--- config.mk ---
export PLATFORM = sky130hd
export DESIGN_NAME = systolic_array
export DESIGN_NICKNAME = d
export VERILOG_FILES = /design/src/rtl/systolic_array.sv
export SDC_FILE = /design/constraint.sdc
export NUM_CORES = 2
export LEC_CHECK = 0
export ABC_AREA = 1
export CAP_MARGIN = 20
export CORE_MARGIN = 2
export CORE_UTILIZATION = 47
export DETAILED_ROUTE_END_ITERATION = 8
export MAX_ROUTING_LAYER = met4
export PLACE_DENSITY = 0.68
export SYNTH_ARGS = -nofsm -noshare
export SYNTH_HDL_FRONTEND = slang
export SYNTH_HIERARCHICAL = 1
export SYNTH_SLANG_ARGS = --single-unit
--- constraint.sdc ---
create_clock -name clk -period 8 [get_ports clk]
set_input_delay 0.8 -clock clk [delete_from_list [all_inputs] [get_ports clk]]
set_output_delay 0.8 -clock clk [all_outputs]
set_load 0.01 [all_outputs]
--- src/rtl/systolic_array.sv ---
// 2x2 weight-stationary systolic array, signed Q8.8. Activations flow right,
// partial sums flow down, and each column's bottom PE produces one element of A*W.

module systolic_mult (
  input  logic [15:0] a,
  input  logic [15:0] w,
  output logic [15:0] out
);

  logic signed [31:0] a_ext_s;
  logic signed [31:0] w_ext_s;
  logic signed [31:0] prod_s;
  logic               unused_prod_bits_s;

  // Q8.8 x Q8.8 product, rescaled back to Q8.8 by dropping the low 8 fraction bits
  always_comb begin
    a_ext_s            = {{16{a[15]}}, a};
    w_ext_s            = {{16{w[15]}}, w};
    prod_s             = a_ext_s * w_ext_s;
    out                = prod_s[23:8];
    unused_prod_bits_s = ^{prod_s[31:24], prod_s[7:0]};
  end

endmodule

module systolic_pe (
  input  logic        clk,
  input  logic        rst,
  input  logic [15:0] input_in,
  input  logic        valid_in,
  input  logic [15:0] psum_in,
  input  logic [15:0] weight_in,
  input  logic        accept_w,
  input  logic        switch_in,
  output logic [15:0] input_out,
  output logic        valid_out,
  output logic [15:0] weight_out,
  output logic        switch_out,
  output logic [15:0] pe_psum_out,
  output logic        pe_valid_out
);

  logic [15:0] input_q, input_d;
  logic        valid_q, valid_d;
  logic [15:0] shadow_q, shadow_d;
  logic [15:0] active_q, active_d;
  logic        switch_q, switch_d;
  logic [15:0] psum_q, psum_d;
  logic        pvalid_q, pvalid_d;
  logic [15:0] prod_s;

  systolic_mult mult (
    .a   (input_q),
    .w   (active_q),
    .out (prod_s)
  );

  // Next-state for both pipeline stages and the weight shadow/active pair
  always_comb begin
    input_d  = input_q;
    valid_d  = valid_in;
    switch_d = switch_in;
    shadow_d = shadow_q;
    active_d = active_q;
    psum_d   = 16'h0000;
    pvalid_d = valid_q;
    if (valid_in) begin
      input_d = input_in;
    end else begin
      input_d = input_q;
    end
    if (accept_w) begin
      shadow_d = weight_in;
    end else begin
      shadow_d = shadow_q;
    end
    // Switching takes the shadow's next value so a same-edge shift is not lost
    if (switch_in) begin
      active_d = shadow_d;
    end else begin
      active_d = active_q;
    end
    if (valid_q) begin
      psum_d = prod_s + psum_in;
    end else begin
      psum_d = 16'h0000;
    end
  end

  // PE state registers
  always_ff @(posedge clk) begin
    if (rst) begin
      input_q  <= 16'h0000;
      valid_q  <= 1'b0;
      shadow_q <= 16'h0000;
      active_q <= 16'h0000;
      switch_q <= 1'b0;
      psum_q   <= 16'h0000;
      pvalid_q <= 1'b0;
    end else begin
      input_q  <= input_d;
      valid_q  <= valid_d;
      shadow_q <= shadow_d;
      active_q <= active_d;
      switch_q <= switch_d;
      psum_q   <= psum_d;
      pvalid_q <= pvalid_d;
    end
  end

  assign input_out    = input_q;
  assign valid_out    = valid_q;
  assign weight_out   = shadow_q;
  assign switch_out   = switch_q;
  assign pe_psum_out  = psum_q;
  assign pe_valid_out = pvalid_q;

endmodule

module systolic_array (
  input  logic        clk,
  input  logic        rst,
  input  logic [15:0] ub_rd_col_size_in,
  input  logic        ub_rd_col_size_valid_in,
  input  logic [15:0] sys_data_in_1x,
  input  logic [15:0] sys_data_in_2x,
  input  logic        sys_start,
  input  logic [15:0] sys_weight_in_x1,
  input  logic [15:0] sys_weight_in_x2,
  input  logic        sys_accept_w_1,
  input  logic        sys_accept_w_2,
  input  logic        sys_switch_in,
  output logic [15:0] sys_data_out_x1,
  output logic [15:0] sys_data_out_x2,
  output logic        sys_valid_out_x1,
  output logic        sys_valid_out_x2
);

  logic [15:0] col_size_q, col_size_d;
  logic        col1_en_s, col2_en_s;
  logic        pe11_vin_s, pe12_vin_s, pe21_vin_s, pe22_vin_s;

  logic [15:0] pe11_in_s, pe21_in_s;
  logic        pe11_valid_s, pe21_valid_s;
  logic [15:0] pe11_w_s, pe12_w_s;
  logic        pe11_sw_s, pe12_sw_s;
  logic [15:0] pe11_psum_s, pe12_psum_s;
  logic        unused_pe11_pv_s, unused_pe12_pv_s;
  logic [15:0] unused_pe12_in_s, unused_pe22_in_s;
  logic        unused_pe12_v_s, unused_pe22_v_s;
  logic [15:0] unused_pe21_w_s, unused_pe22_w_s;
  logic        unused_pe21_sw_s, unused_pe22_sw_s;

  // Column-size register and the per-column valid gating it controls
  always_comb begin
    if (ub_rd_col_size_valid_in) begin
      col_size_d = ub_rd_col_size_in;
    end else begin
      col_size_d = col_size_q;
    end
    col1_en_s  = (col_size_q >= 16'd1);
    col2_en_s  = (col_size_q >= 16'd2);
    pe11_vin_s = sys_start & col1_en_s;
    pe21_vin_s = pe11_valid_s & col1_en_s;
    pe12_vin_s = pe11_valid_s & col2_en_s;
    pe22_vin_s = pe21_valid_s & col2_en_s;
  end

  // Column-size storage
  always_ff @(posedge clk) begin
    if (rst) begin
      col_size_q <= 16'h0000;
    end else begin
      col_size_q <= col_size_d;
    end
  end

  systolic_pe pe11 (
    .clk(clk), .rst(rst),
    .input_in(sys_data_in_1x), .valid_in(pe11_vin_s), .psum_in(16'h0000),
    .weight_in(sys_weight_in_x1), .accept_w(sys_accept_w_1), .switch_in(sys_switch_in),
    .input_out(pe11_in_s), .valid_out(pe11_valid_s), .weight_out(pe11_w_s),
    .switch_out(pe11_sw_s), .pe_psum_out(pe11_psum_s), .pe_valid_out(unused_pe11_pv_s)
  );

  systolic_pe pe12 (
    .clk(clk), .rst(rst),
    .input_in(pe11_in_s), .valid_in(pe12_vin_s), .psum_in(16'h0000),
    .weight_in(sys_weight_in_x2), .accept_w(sys_accept_w_2), .switch_in(pe11_sw_s),
    .input_out(unused_pe12_in_s), .valid_out(unused_pe12_v_s), .weight_out(pe12_w_s),
    .switch_out(pe12_sw_s), .pe_psum_out(pe12_psum_s), .pe_valid_out(unused_pe12_pv_s)
  );

  // Row 2 samples one edge after row 1, matching the psum arriving from above
  systolic_pe pe21 (
    .clk(clk), .rst(rst),
    .input_in(sys_data_in_2x), .valid_in(pe21_vin_s), .psum_in(pe11_psum_s),
    .weight_in(pe11_w_s), .accept_w(sys_accept_w_1), .switch_in(pe11_sw_s),
    .input_out(pe21_in_s), .valid_out(pe21_valid_s), .weight_out(unused_pe21_w_s),
    .switch_out(unused_pe21_sw_s), .pe_psum_out(sys_data_out_x1), .pe_valid_out(sys_valid_out_x1)
  );

  systolic_pe pe22 (
    .clk(clk), .rst(rst),
    .input_in(pe21_in_s), .valid_in(pe22_vin_s), .psum_in(pe12_psum_s),
    .weight_in(pe12_w_s), .accept_w(sys_accept_w_2), .switch_in(pe12_sw_s),
    .input_out(unused_pe22_in_s), .valid_out(unused_pe22_v_s), .weight_out(unused_pe22_w_s),
    .switch_out(unused_pe22_sw_s), .pe_psum_out(sys_data_out_x2), .pe_valid_out(sys_valid_out_x2)
  );

endmodule

## After elaboration in Yosys (flattened, before gate mapping)

Cells that the tools add are included.

- Word-level logic and storage cells: 49
- Latch bits: 0
- ROM bits: 0
- Flip-flop bits (word level): 280
- Output and inout bits: 34
- Input bits: 87
- Memory bits (writable): 0
- Memories: 0

- Divide/modulo/power cells: 0
- Reductions and logical operators: 4
- Order comparisons: 2
- Shift operators: 0
- Muxes and demuxes: 4
- Add/subtract/negate cells: 2
- Multiply operators: 4
- Bitwise operators: 8
- Equality and inequality tests: 0

Operators with widths:

| cell | count |
|---|---|
| $mul A16 B16 Y24 | 4 |
| $mux W16 | 4 |
| $add A16 B16 Y16 | 2 |
| $ge A16 B1 Y1 const B | 1 |
| $ge A16 B2 Y1 const B | 1 |
| $reduce_or A2 Y1 | 4 |
| $and A1 B1 Y1 | 4 |
| $not A1 Y1 | 4 |

## Longest topological paths before layout

- Depth after elaboration: 2
- Depth in mapped cells: 37
- Mapped depth without buffers: 35

## Modules after synthesis

The synthesis kept the hierarchy.

By module, submodules not included:

| module | area an instance (um2) | sequential area each (um2) | times used | cells an instance |
|---|---|---|---|---|
| systolic_mult at pe12.mult ... | 8112.8 | 0.0 | 2 | 1117 |
| systolic_pe | 3026.7 | 1341.3 | 4 | 392 |
| systolic_mult at pe11.mult | 8226.6 | 0.0 | 1 | 1160 |
| systolic_mult at pe22.mult | 8104.0 | 0.0 | 1 | 1117 |
| systolic_array | 681.9 | 320.3 | 1 | 93 |

## Worst setup path after synthesis

No wires, ideal clock.

- Path kind: reg-to-reg
- Start: reg pe22.active_q[2]
- End: reg pe22.psum_q[14], in the netlist pe22/pe_psum_out[14]
- Library setup time: 0.115 ns
- Data required time: 7.885 ns
- Data arrival time: 6.007 ns
- Stages on the path, launching flop included: 29
- Path buffers: 2
- Path slack: 1.878 ns
- Clock period less this slack: 6.122 ns
- Cell sequence: dfxtp_1 clkbuf_1 clkbuf_1 nand2_1 fa_1 fa_1 inv_1 fa_1 inv_1 fa_1 fa_1 fa_1 inv_1 ha_1 a21o_1 o21bai_1 nor2_1 o21ai_2 nand2_1 nand2_1 nand2_1 nand2_1 ha_1 a21oi_1 nand2_1 a21oi_1 nand3_1 nand2_1 nor2_1

- Longest elaborated chain between the ends: 2

RTL lines:

| what | line | source |
|---|---|---|
| start: declaration | 46 | `logic [15:0] active_q, active_d;` |
| start signal: assignment | 104 | `active_q <= active_d;` |
| $mul A16 B16 Y24 | 19 | `prod_s = a_ext_s * w_ext_s;` |
| named net pe22.prod_s[9] | 50 | `logic [15:0] prod_s;` |
| $add A16 B16 Y16 | 84 | `psum_d = prod_s + psum_in;` |
| end signal: assignment | 106 | `psum_q <= psum_d;` |
| end: declaration | 48 | `logic [15:0] psum_q, psum_d;` |

The timed path passes the listed nets, and every way through them passes these cells.
A chain may end at the register's enable or synchronous reset.

## Final worst setup path

- Start: reg pe21.active_q[7]
- End: reg pe21.psum_q[15], in the netlist pe21/pe_psum_out[15]

- Longest elaborated chain between the ends: 2

RTL lines:

| what | line |
|---|---|
| start: declaration | 46 |
| start signal: assignment | 104 |
| $mul A16 B16 Y24 | 19 |
| named net pe21.prod_s[14] | 50 |
| $add A16 B16 Y16 | 84 |
| end signal: assignment | 106 |
| end: declaration | 48 |

The timed path passes the listed nets, and every way through them passes these cells.

==> flow_results.org <==
** Route
- Post-DRT Antenna Nets :: 0
- Dividing the detail-routed wire length by the instance count gives 15.8 um.
- Detailed-router iteration count before antenna repair :: 6
- In the routed design, unresolved DRC markers number 0.
- Detailed Route WL :: 117 mm
- Iteration-0 DRC Markers :: 2,626
- Vias/cell :: 4.95
- The detailed router placed 36.8k vias in this run.

** CTS
- Clock-pin slew was measured on the worst setup and hold paths at 0.06 ns.
- Deepest level of the CTS H-tree :: 2
- Clock tree synthesis inserted a total of 36 buffers.
- The clock drives 280 sinks.
- Worst-case clock buffer depth :: 3
- TritonCTS built the clock tree.
- In this run the clock root is driven by a clkbuf_16.
- Post-cts gate resize count :: 0
- Clock latency on the worst-skew pair :: 0.56 ns
- Once the clock tree was built, the setup fixing pass inserted 0 buffers.
- In this run, post-CTS hold repair placed 0 buffers.

** Timing
- The final hold violation count was 0.
- The worst pin sits at a relative slew slack of 29.6%.
- After layout, the worst path uses 86.9% of the clock period.
- Setup repair after global routing missed its margin :: false
- Post-layout minimum cycle time :: 6.95 ns
- The final-report max-slew violation count came to 0.
- Final sum of negative setup slack :: 0 ns
- Top achievable clock speed :: 0.144 GHz
- Final setup vio count :: 0
- Between clock sinks in the finished design, the worst skew comes to 0.0287 ns.
- At the pin with the least slew margin, the transition time is 1.06 ns.

** Power
- PD cells :: 143 nW/um^2
- Summed over all cells, the static leakage comes to 28.2 nW.
- Worst supply voltage drop on vdd :: 0.113 mV
- Post-route total power :: 0.00692 W

** Final layout
- Area taken by multi-input logic gates :: 32,400 sq um
- Of the cells placed in the final design, the portion with a size suffix greater than 1 is 3.45%.
- Counting the fill cells in the layout gives 9,269.
- The library cells used most frequently in the layout, excluding fill and tap cells, are inv_1 (1,653), nand2_1 (1,626), fa_1 (748).
- Area occupied by registers :: 5610 sq um
- Leaving out fill and tap cells, the most frequent cell in the layout is inv_1.
- Final-stage net count :: 7,324
- Area grow syn2layout :: 7.24%

** Floorplan
- Row cnt :: 113
- Full die area :: 98,800 sq um
- In this run the vertical extent of the chip is 314 um.
- 121 I/O pins were placed.
- Core Area :: 95,200 sq um
- Initial Util :: 47.6%
- The die is 314 um wide.

** Outcome
- Outcome :: finished clean

** Global route
- The number of global-route vias before repair was 37.7k.
- Entering global routing, the biggest net connects 47 pins.
- Wire length of the first global-routing pass :: 194 mm
- In the global route stage, overall resource usage came out at 25.3%.
- Antenna violations before repair :: 6
- For this run the aggregate overflow at the end of global routing stands at 0.

** Setup path
- Top fanout value on the critical path :: 19
- STA classifies the critical path startpoint as a flip-flop.
- Delay contributed by the slowest stage of the critical path :: 0.92 ns
- In this design, the critical path's most frequently occurring cell is fa_1.
- Slowest library cell on the worst path :: dfxtp_1
- By startpoint and endpoint, the worst setup path is classified as reg2reg.
- Data on the critical path is required at its endpoint by 8.48 ns.
- CP arrival :: 7.44 ns
- Crit. End Element :: flip-flop

** Logic synthesis
- Synth Area per Inst :: 7.34 sq um
- Summing every instance area after synthesis gives 45,200 sq um.
- Number of warnings reported in the yosys synthesis log :: 6
- The cell count after synthesis came out at 6,164.

** Place
- Detailed placement ended at an HPWL of 95.1 mm.
- Routability-driven placement finished with a final weighted congestion of 0.913.
- Port buffering added 120 buffers.

** Hold path
- Type of the most critical hold path :: reg2reg

** Run
- Count of max-cap constraint violations :: 0
[per-layer routing]
layer | vias to the layer above | global-route usage [%] | wire, um
met2 | 1119 | 40.9 | 55000
li1 | 17800 | - | -
met3 | 168 | 3.16 | 7230
met1 | 17800 | 34.0 | 52700
met4 | 0 | 5.79 | 2550
met5 | - | - | 0
[metrics by stage]
stage / instance area [sq um] / utilization [%] / cells / worst slack [ns] / hold WS, ns
finish: 48500 / 51.0 / 7444 / 1.05 / 0.462
global route: 48500 / 51.0 / 7443 / 0.557 / 0.486
CTS: 48500 / 51.0 / 7438 / 1.12 / 0.463
detailed placement: 47300 / 49.7 / 7375 / 1.15 / 0.457
global placement: 47300 / 49.7 / 7375 / 1.16 / 0.449
floorplan: 45400 / - / 6197 / 1.88 / 0.439
[final timing paths]
path	start	endpoint	slack, ns	depth (start not counted)
setup reg to reg	pe21/active_q[7]	pe21/pe_psum_out[15]	1.05	25
hold / removal	col_size_q[12]	col_size_q[12]	0.46	2
hold reg to reg	col_size_q[12]	col_size_q[12]	0.46	2
setup / recovery	pe21/active_q[7]	pe21/pe_psum_out[15]	1.05	25
[cell type report]
class                      count  area share (%)
multi-input combinational   4001            66.7
inverter                    1677            13.0
sequential                   280            11.6
tap                         1265            3.26
timing repair buffer         153            3.00
clock buffer                  41            2.00
clock inverter                22           0.431
antenna                        5          0.0258
[worst max-delay path: cells and delay by family (launching register included)]
kind	cells	cell delay (ns)
buf+inv	4	0.19
flops	1	0.92
compound gates	2	0.31
fa+ha+maj	8	3.79
xor+xnor	1	0.19
simple gates	10	1.50
[power by group]
part           switching, W  internal [W]
clock network      0.000707      0.000928
logic               0.00223       0.00129
registers          0.000275       0.00149
[registers in the layout, indices dropped and copies added, names as in the netlist, 16 cells and up]
name              cells
pe22/weight_out      16
pe21/input_out       16
pe22/input_out       16
pe22/pe_psum_out     16
pe11/input_out       16
pe21/weight_out      16
pe21/active_q        16
pe12/input_out       16
pe12/weight_out      16
pe11/pe_psum_out     16
pe12/active_q        16
col_size_q           16
pe12/pe_psum_out     16
pe22/active_q        16
pe21/pe_psum_out     16
pe11/active_q        16
pe11/weight_out      16
(Power assumes the default switching activity.)
